<file path="config.mk">
export PLATFORM = sky130hd
export DESIGN_NAME = serial_reduce_rx
export DESIGN_NICKNAME = d
export VERILOG_FILES = /design/src/rtl/serial_reduce_pkg.sv /design/src/rtl/serial_reduce_rx_shift_collect.sv /design/src/rtl/serial_reduce_rx.sv
export SDC_FILE = /design/constraint.sdc
export NUM_CORES = 1
export LEC_CHECK = 0
export CAP_MARGIN = 20
export CORE_UTILIZATION = 53
export DETAILED_ROUTE_END_ITERATION = 8
export GPL_TIMING_DRIVEN = 0
export PLACE_DENSITY_LB_ADDON = 0.15
export SYNTH_ARGS = -nofsm -noshare
export SYNTH_HDL_FRONTEND = slang
export SYNTH_SLANG_ARGS = --single-unit
</file>
<file path="constraint.sdc">
create_clock -name clk -period 3.5 [get_ports clk]
set_input_delay 0.7 -clock clk [delete_from_list [all_inputs] [get_ports clk]]
set_output_delay 0.7 -clock clk [all_outputs]
set_load 0.03 [all_outputs]
</file>
<file path="src/rtl/serial_reduce_pkg.sv">
// Shared types and helpers for the serial reduction receiver.
package serial_reduce_pkg;

  // Output slot occupancy.
  typedef enum logic {
    SLOT_EMPTY = 1'b0,
    SLOT_FULL  = 1'b1
  } slot_state_t;

  // Returns {and, or, xor} over the low 'width' bits of 'word'.
  function automatic logic [2:0] reduce3(input logic [63:0] word, input int width);
    logic r_and;
    logic r_or;
    logic r_xor;
    r_and = 1'b1;
    r_or  = 1'b0;
    r_xor = 1'b0;
    for (int i = 0; i < 64; i++) begin
      if (i < width) begin
        r_and = r_and & word[i];
        r_or  = r_or  | word[i];
        r_xor = r_xor ^ word[i];
      end
    end
    return {r_and, r_or, r_xor};
  endfunction

endpackage

</file>
<file path="src/rtl/serial_reduce_rx_shift_collect.sv">
// Partial-word shift register and bit counter. 'full_word' is the word as it
// would look with the current bit included; 'complete' flags the last beat.
module shift_collect #(
  parameter int WIDTH     = 8,
  parameter bit MSB_FIRST = 1'b0
) (
  input  logic                     clk,
  input  logic                     reset_n,
  input  logic                     clear,
  input  logic                     beat,
  input  logic                     bit_in,
  output logic [$clog2(WIDTH)-1:0] bit_cnt,
  output logic                     complete,
  output logic [WIDTH-1:0]         full_word
);

  localparam int CW = $clog2(WIDTH);

  logic [WIDTH-1:0] shreg_q;
  logic [CW-1:0]    cnt_q;

  // Shift direction decides where the first received bit ends up.
  always_comb begin
    if (MSB_FIRST) full_word = {shreg_q[WIDTH-2:0], bit_in};
    else           full_word = {bit_in, shreg_q[WIDTH-1:1]};
    complete = beat && (cnt_q == CW'(WIDTH - 1));
  end

  // Shift on every beat; clear aborts the partial word.
  always_ff @(posedge clk or negedge reset_n) begin
    if (!reset_n) begin
      shreg_q <= '0;
      cnt_q   <= '0;
    end else if (clear) begin
      shreg_q <= '0;
      cnt_q   <= '0;
    end else if (beat) begin
      shreg_q <= full_word;
      cnt_q   <= complete ? '0 : cnt_q + CW'(1);
    end
  end

  assign bit_cnt = cnt_q;

endmodule

</file>
<file path="src/rtl/serial_reduce_rx.sv">
// Serial-to-parallel receiver: collects WIDTH bits, then presents the word and
// its AND/OR/XOR reductions on a one-entry registered output slot.
//
// Handshakes: a transfer happens on a rising edge where valid && ready are both
// high; valid never depends on ready, and the payload holds while valid && !ready.
module serial_reduce_rx import serial_reduce_pkg::*; #(
  parameter int WIDTH     = 8,
  parameter bit MSB_FIRST = 1'b0
) (
  input  logic                     clk,
  input  logic                     reset_n,
  input  logic                     clear,
  input  logic                     s_valid,
  output logic                     s_ready,
  input  logic                     s_bit,
  output logic                     m_valid,
  input  logic                     m_ready,
  output logic [WIDTH-1:0]         m_word,
  output logic                     m_and,
  output logic                     m_or,
  output logic                     m_xor,
  output logic [$clog2(WIDTH)-1:0] bit_cnt
);

  localparam int CW = $clog2(WIDTH);

  slot_state_t      state_q;
  slot_state_t      state_d;
  logic             beat;
  logic             complete;
  logic             last_bit;
  logic [WIDTH-1:0] full_word;
  logic [2:0]       red;

  // Only the completing bit stalls, and only when the slot cannot free up now.
  always_comb begin
    last_bit = (bit_cnt == CW'(WIDTH - 1));
    s_ready  = !clear && !(last_bit && m_valid && !m_ready);
    beat     = s_valid && s_ready;
    red      = reduce3(64'(full_word), WIDTH);
  end

  shift_collect #(
    .WIDTH     (WIDTH),
    .MSB_FIRST (MSB_FIRST)
  ) u_collect (
    .clk       (clk),
    .reset_n   (reset_n),
    .clear     (clear),
    .beat      (beat),
    .bit_in    (s_bit),
    .bit_cnt   (bit_cnt),
    .complete  (complete),
    .full_word (full_word)
  );

  // Slot state register.
  always_ff @(posedge clk or negedge reset_n) begin
    if (!reset_n) state_q <= SLOT_EMPTY;
    else          state_q <= state_d;
  end

  // Next slot state: a completing beat always fills; a drain alone empties.
  always_comb begin
    state_d = state_q;
    case (state_q)
      SLOT_EMPTY: if (complete) state_d = SLOT_FULL;
      SLOT_FULL:  if (!complete && m_ready) state_d = SLOT_EMPTY;
      default:    state_d = SLOT_EMPTY;
    endcase
  end

  // Slot occupancy drives the output valid.
  always_comb begin
    m_valid = (state_q == SLOT_FULL);
  end

  // Word and reductions load together on the completing beat.
  always_ff @(posedge clk or negedge reset_n) begin
    if (!reset_n) begin
      m_word <= '0;
      m_and  <= 1'b0;
      m_or   <= 1'b0;
      m_xor  <= 1'b0;
    end else if (complete) begin
      m_word <= full_word;
      m_and  <= red[2];
      m_or   <= red[1];
      m_xor  <= red[0];
    end
  end

endmodule

</file>
-- Word-level counts from Yosys, hierarchy flattened
Index checks and enable logic that the tools add are counted.
- word-level logic and storage cells: 50
- output and inout bits: 16
- input port bits: 6
- register bits: 23
- bitwise gates (word level): 22
- reduce and logical (&&, ||, !) cells: 11
- add/sub/neg operators: 1
- equality and inequality tests: 1
- multiplexer cells: 8
- operator list (kind ; count):
    $mux 8 ; 2
    $mux 3 ; 3
    $and 1x1->1 ; 7
    $or 1x1->1 ; 7
    $xor 1x1->1 ; 7
    $logic_and 1x1->1 ; 6
    $logic_not 1->1 ; 4
    $add 3x1->3 const B ; 1
    $eq 3x3->1 const B ; 1
    $mux 1 ; 2
    $pmux 1 s2 ; 1
    $reduce_bool 2->1 ; 1
    $not 1->1 ; 1

-- Depth between registers and ports, before layout
- depth in word-level cells: 11
- mapped depth: 6
- depth with buffers taken out: 5

-- Modules after synthesis
Synthesis repeated with hierarchy kept, for this count alone.
- cells, all modules: 79
- area, all modules: 1052.3 µm²
- modules (own cells, without submodules) (module ; seq. area each (µm²) ; cells an instance ; instances ; area each (µm²)):
    serial_reduce_rx ; 300.3 ; 42 ; 1 ; 594.3
    shift_collect ; 250.2 ; 37 ; 1 ; 457.9

-- Worst setup path after synthesis
No wires, ideal clock.
- path kind: register -> output
- start point: register u_collect.cnt_q[0] (netlist: u_collect.bit_cnt[0])
- end point: output s_ready
- data required time: 2.800 ns
- stages on the path, launching flop included: 6
- buffers on the path: 1
- arrival: 1.696 ns
- slack: 1.104 ns
- path through: dfrtp_1 > ha_1 > ha_1 > and3b_1 > buf_2 > nor2_1
- cells in the longest elaborated chain, start to end: 5
- RTL lines (what ; line ; source):
    start: declaration ; serial_reduce_rx_shift_collect.sv:20 ; logic [CW-1:0] cnt_q;
    start signal: assignment ; serial_reduce_rx_shift_collect.sv:39 ; cnt_q <= complete ? '0 : cnt_q + CW'(1);
    $eq 3x3->1 ; serial_reduce_rx.sv:37 ; last_bit = (bit_cnt == CW'(WIDTH - 1));
    $logic_and 1x1->1 (2 in series) ; serial_reduce_rx.sv:38 ; s_ready = !clear && !(last_bit && m_valid && !m_ready);
    $logic_not 1->1 ; serial_reduce_rx.sv:38 ;
    $logic_and 1x1->1 ; serial_reduce_rx.sv:38 ;
    end: declaration ; serial_reduce_rx.sv:14 ; output logic s_ready,
Every way passes these cells.

-- Worst setup path after layout
Same ends and word-level chain as after synthesis.

==> flow_metrics.py <==
metrics = {
    "routing": {
        "vias": 769,
        "firstDrtPassIters": 2,
        "drt.antenna.violating_nets": 0,
        "initialDrtViolationCount": 4,
        "via_per_inst": 5.49,
        "totalWireLength_mm": 2.06,
        "detail_route.drc_violations": 0,
        "wl_per_cell_um": 14.7,
    },
    "placed_design": {
        "place.detailed.hpwl_mm": 1.43,
        "dpl.cell_count": 136,
        "buffer_ports.inserted": 21,
        "placed_area_um2": 1310,
        "globalplace.congestion": 0.804,
    },
    "die": {
        "die_height_um": 46.9,
        "core_area_um2": 1800,
        "io-pin-count": 22,
        "floorplan.die_area_um2": 2190,
        "initial_utilization_pct": 59.2,
        "fp-row-count": 15,
        "floorplan.die.width_um": 46.9,
    },
    "global_route": {
        "overflow": 0,
        "grtUsageTotal_pct": 21.9,
        "global_route_wire_length_before_repair_mm": 3.25,
        "antenna_found_initial": 0,
        "number_of_global_route_vias_before_repair": 741,
        "grt_max_degree": 23,
    },
    "run_status": {
        "result_of_the_run": "finished, final reports clean",
    },
    "power": {
        "power_report.internal_total_w": 0.000392,
        "p_per_area_nw_per_um2": 365,
        "power.static_leakage_nw": 0.630,
        "comb_power_share_pct": 8.5,
        "p_switching_w": 0.000105,
        "clock_network_power_share_pct": 39.0,
        "p_sw_share_pct": 21.1,
        "power.sequential.fraction_pct": 52.5,
        "ir_worst_vdd_mv": 0.294,
    },
    "clock_network": {
        "cts-buffers-inserted": 3,
        "post-cts-setup-buffers": 0,
        "cts_num_sinks": 22,
        "insertion_delay_ns": 0.31,
        "ctsLongestPathBuffers": 2,
        "cts_hold_repair.buffers": 0,
        "cts-resized-gates": 0,
        "cts-htree-levels": 1,
        "tritoncts": "built",
        "cts_root_buf": "clkbuf_4",
        "clkTransAtPathRegs_ns": 0.13,
    },
    "critical_path": {
        "critical_path.max_fanout": 10,
        "startpoint_type": "register",
        "worst_setup_path_end_kind": "output pin",
        "critPathRequiredTime_ns": 2.80,
        "cp_class": "register to output pin",
        "timing.critical_path.arrival_ns": 2.34,
        "timing.reg2reg.worst_path_depth": 5,
    },
    "cells_and_area": {
        "antenna-diode-count": 0,
        "nNetsFinal": 126,
        "mostFrequentLayoutCell": "dfrtp_1",
        "final_util_pct": 75.5,
        "drive_above_1_share_pct": 15.7,
        "layout_common_cells": "dfrtp_1, clkdlybuf4s50_1, inv_1",
        "final_instance_area_um2": 1360,
        "area_delta_synth_final_pct": 27.6,
        "non_filler_instance_count_after_layout": 140,
    },
    "logic_synthesis": {
        "synth_area_um2": 1070,
        "synth_top_area_share_pct": 51.6,
        "syn-num-nets": 100,
        "ys_ff_latch": 22,
        "synth_top_area_cell": "dfrtp_1",
        "synth-warning-count": 0,
        "synth_seq_area_share_pct": 51.6,
        "synth_cells": 90,
        "post_synth_num_cell_types": 25,
        "synth.top_cells.by_area": "dfrtp_1, mux2_2, o211ai_1",
        "synth_area_per_cell_um2": 11.8,
    },
    "sta": {
        "period_needed_ns": 3.04,
        "fmaxAchievable_ghz": 0.329,
        "slew_viol_final": 0,
        "hold_viol_final": 0,
        "worst-slew-pin-transition_ns": 0.962,
        "worst_clock_skew_ns": 0.0118,
        "setup_viol": 0,
        "fin_crit_sh_pct": 86.9,
        "grt_setup_unrepaired": "no",
        "max-slew-margin-rel_pct": 35.6,
        "final.setup.tns_ns": 0,
    },
    "min_path": {
        "min_path_cells": 1,
        "hold_path_class": "register to register",
    },
    "run": {
        "max_capacitance_violation_total": 0,
    },
}
layout make-up:
type	instances	area, um2
Sequential cell	22	551
Multi-Input combinational cell	54	454
Fill cell	135	442
Timing Repair Buffer	21	210
Inverter	11	41.3
Tap cell	25	31.3
Clock inverter	1	30.0
Clock buffer	3	22.5
Buffer	3	20.0
kinds of logic (layout without fill, tap and decap cells):
group	after synthesis	after routing	synth area share, %
adder cells (fa/ha/maj)	4	4	4.70
XOR/XNOR	4	4	6.57
AO/OA/AOI/OAI	20	20	11.3
flip-flops	22	22	51.6
buffers and inverters	14	39	5.75
AND/OR/NAND/NOR	15	15	8.10
multiplexers	11	11	12.0
metrics by stage:
step | hold WS [ns] | setup WS, ns | power (W)
final | 0.521 | 0.457 | 0.000497
after global routing | 0.542 | 0.298 | 0.000515
after detailed placement | 0.495 | 0.499 | 0.000308
after floorplan | 0.404 | 1.10 | 0.000287
after global placement | 0.489 | 0.505 | 0.000307
after CTS | 0.523 | 0.450 | 0.000500
power by group through the flow:
stage                     Sequential (W)  Combinational [W]  Clock [W]
final                           0.000261          0.0000422   0.000194
after global routing            0.000262          0.0000463   0.000207
after CTS                       0.000261          0.0000426   0.000196
after detailed placement        0.000266          0.0000422          0
after global placement          0.000265          0.0000410          0
after floorplan                 0.000269          0.0000180          0
metal layers:
layer / part of all wire (%) / vias to the layer above / track usage (%)
met2: 48 / 14 / 35.3
met1: 46 / 379 / 27.5
met3: 2.5 / 7 / 3.85
li1: - / 369 / -
met5: 0 / - / 0
met4: 2.7 / 0 / 13.1
worst paths after layout:
kind	from	endpoint	slack, ns
max	u_collect.bit_cnt[0]	s_ready	0.46
min	m_word[7]	m_word[7]	0.52
max reg2reg	u_collect.shreg_q[1]	m_xor	1.80
min reg2reg	m_word[7]	m_word[7]	0.52
max in group asynchronous	reset_n	m_word[1]	2.01
min in group asynchronous	reset_n	u_collect.shreg_q[4]	0.90
critical path, cell delays in order (launching register included):
cell and delay [ns]:
dfrtp_1 0.43, ha_1 0.22, ha_1 0.22, and3b_1 0.21, buf_2 0.18, nor2_1 0.10, clkdlybuf4s50_1 0.67
state kept, by name (all words and copies together), names as in the netlist:
name / cells
m_word: 8
u_collect.shreg_q: 7
u_collect.bit_cnt: 3
m_and: 1
m_or: 1
m_valid: 1
m_xor: 1
synth_stat cells, drive strengths merged:
library cell	instances
a21oi	2
and3	1
and3b	1
buf	2
clkbuf	1
dfrtp	22
ha	4
inv	11
mux2	11
nand2	2
nand2b	2
nand3b	1
nand4	2
nor2	2
nor2b	1
nor3	1
nor4	1
o211ai	8
o21ai	10
or3	1
xnor2	2
xnor3	2
Note: power is estimated with default switching activity, not from simulation.
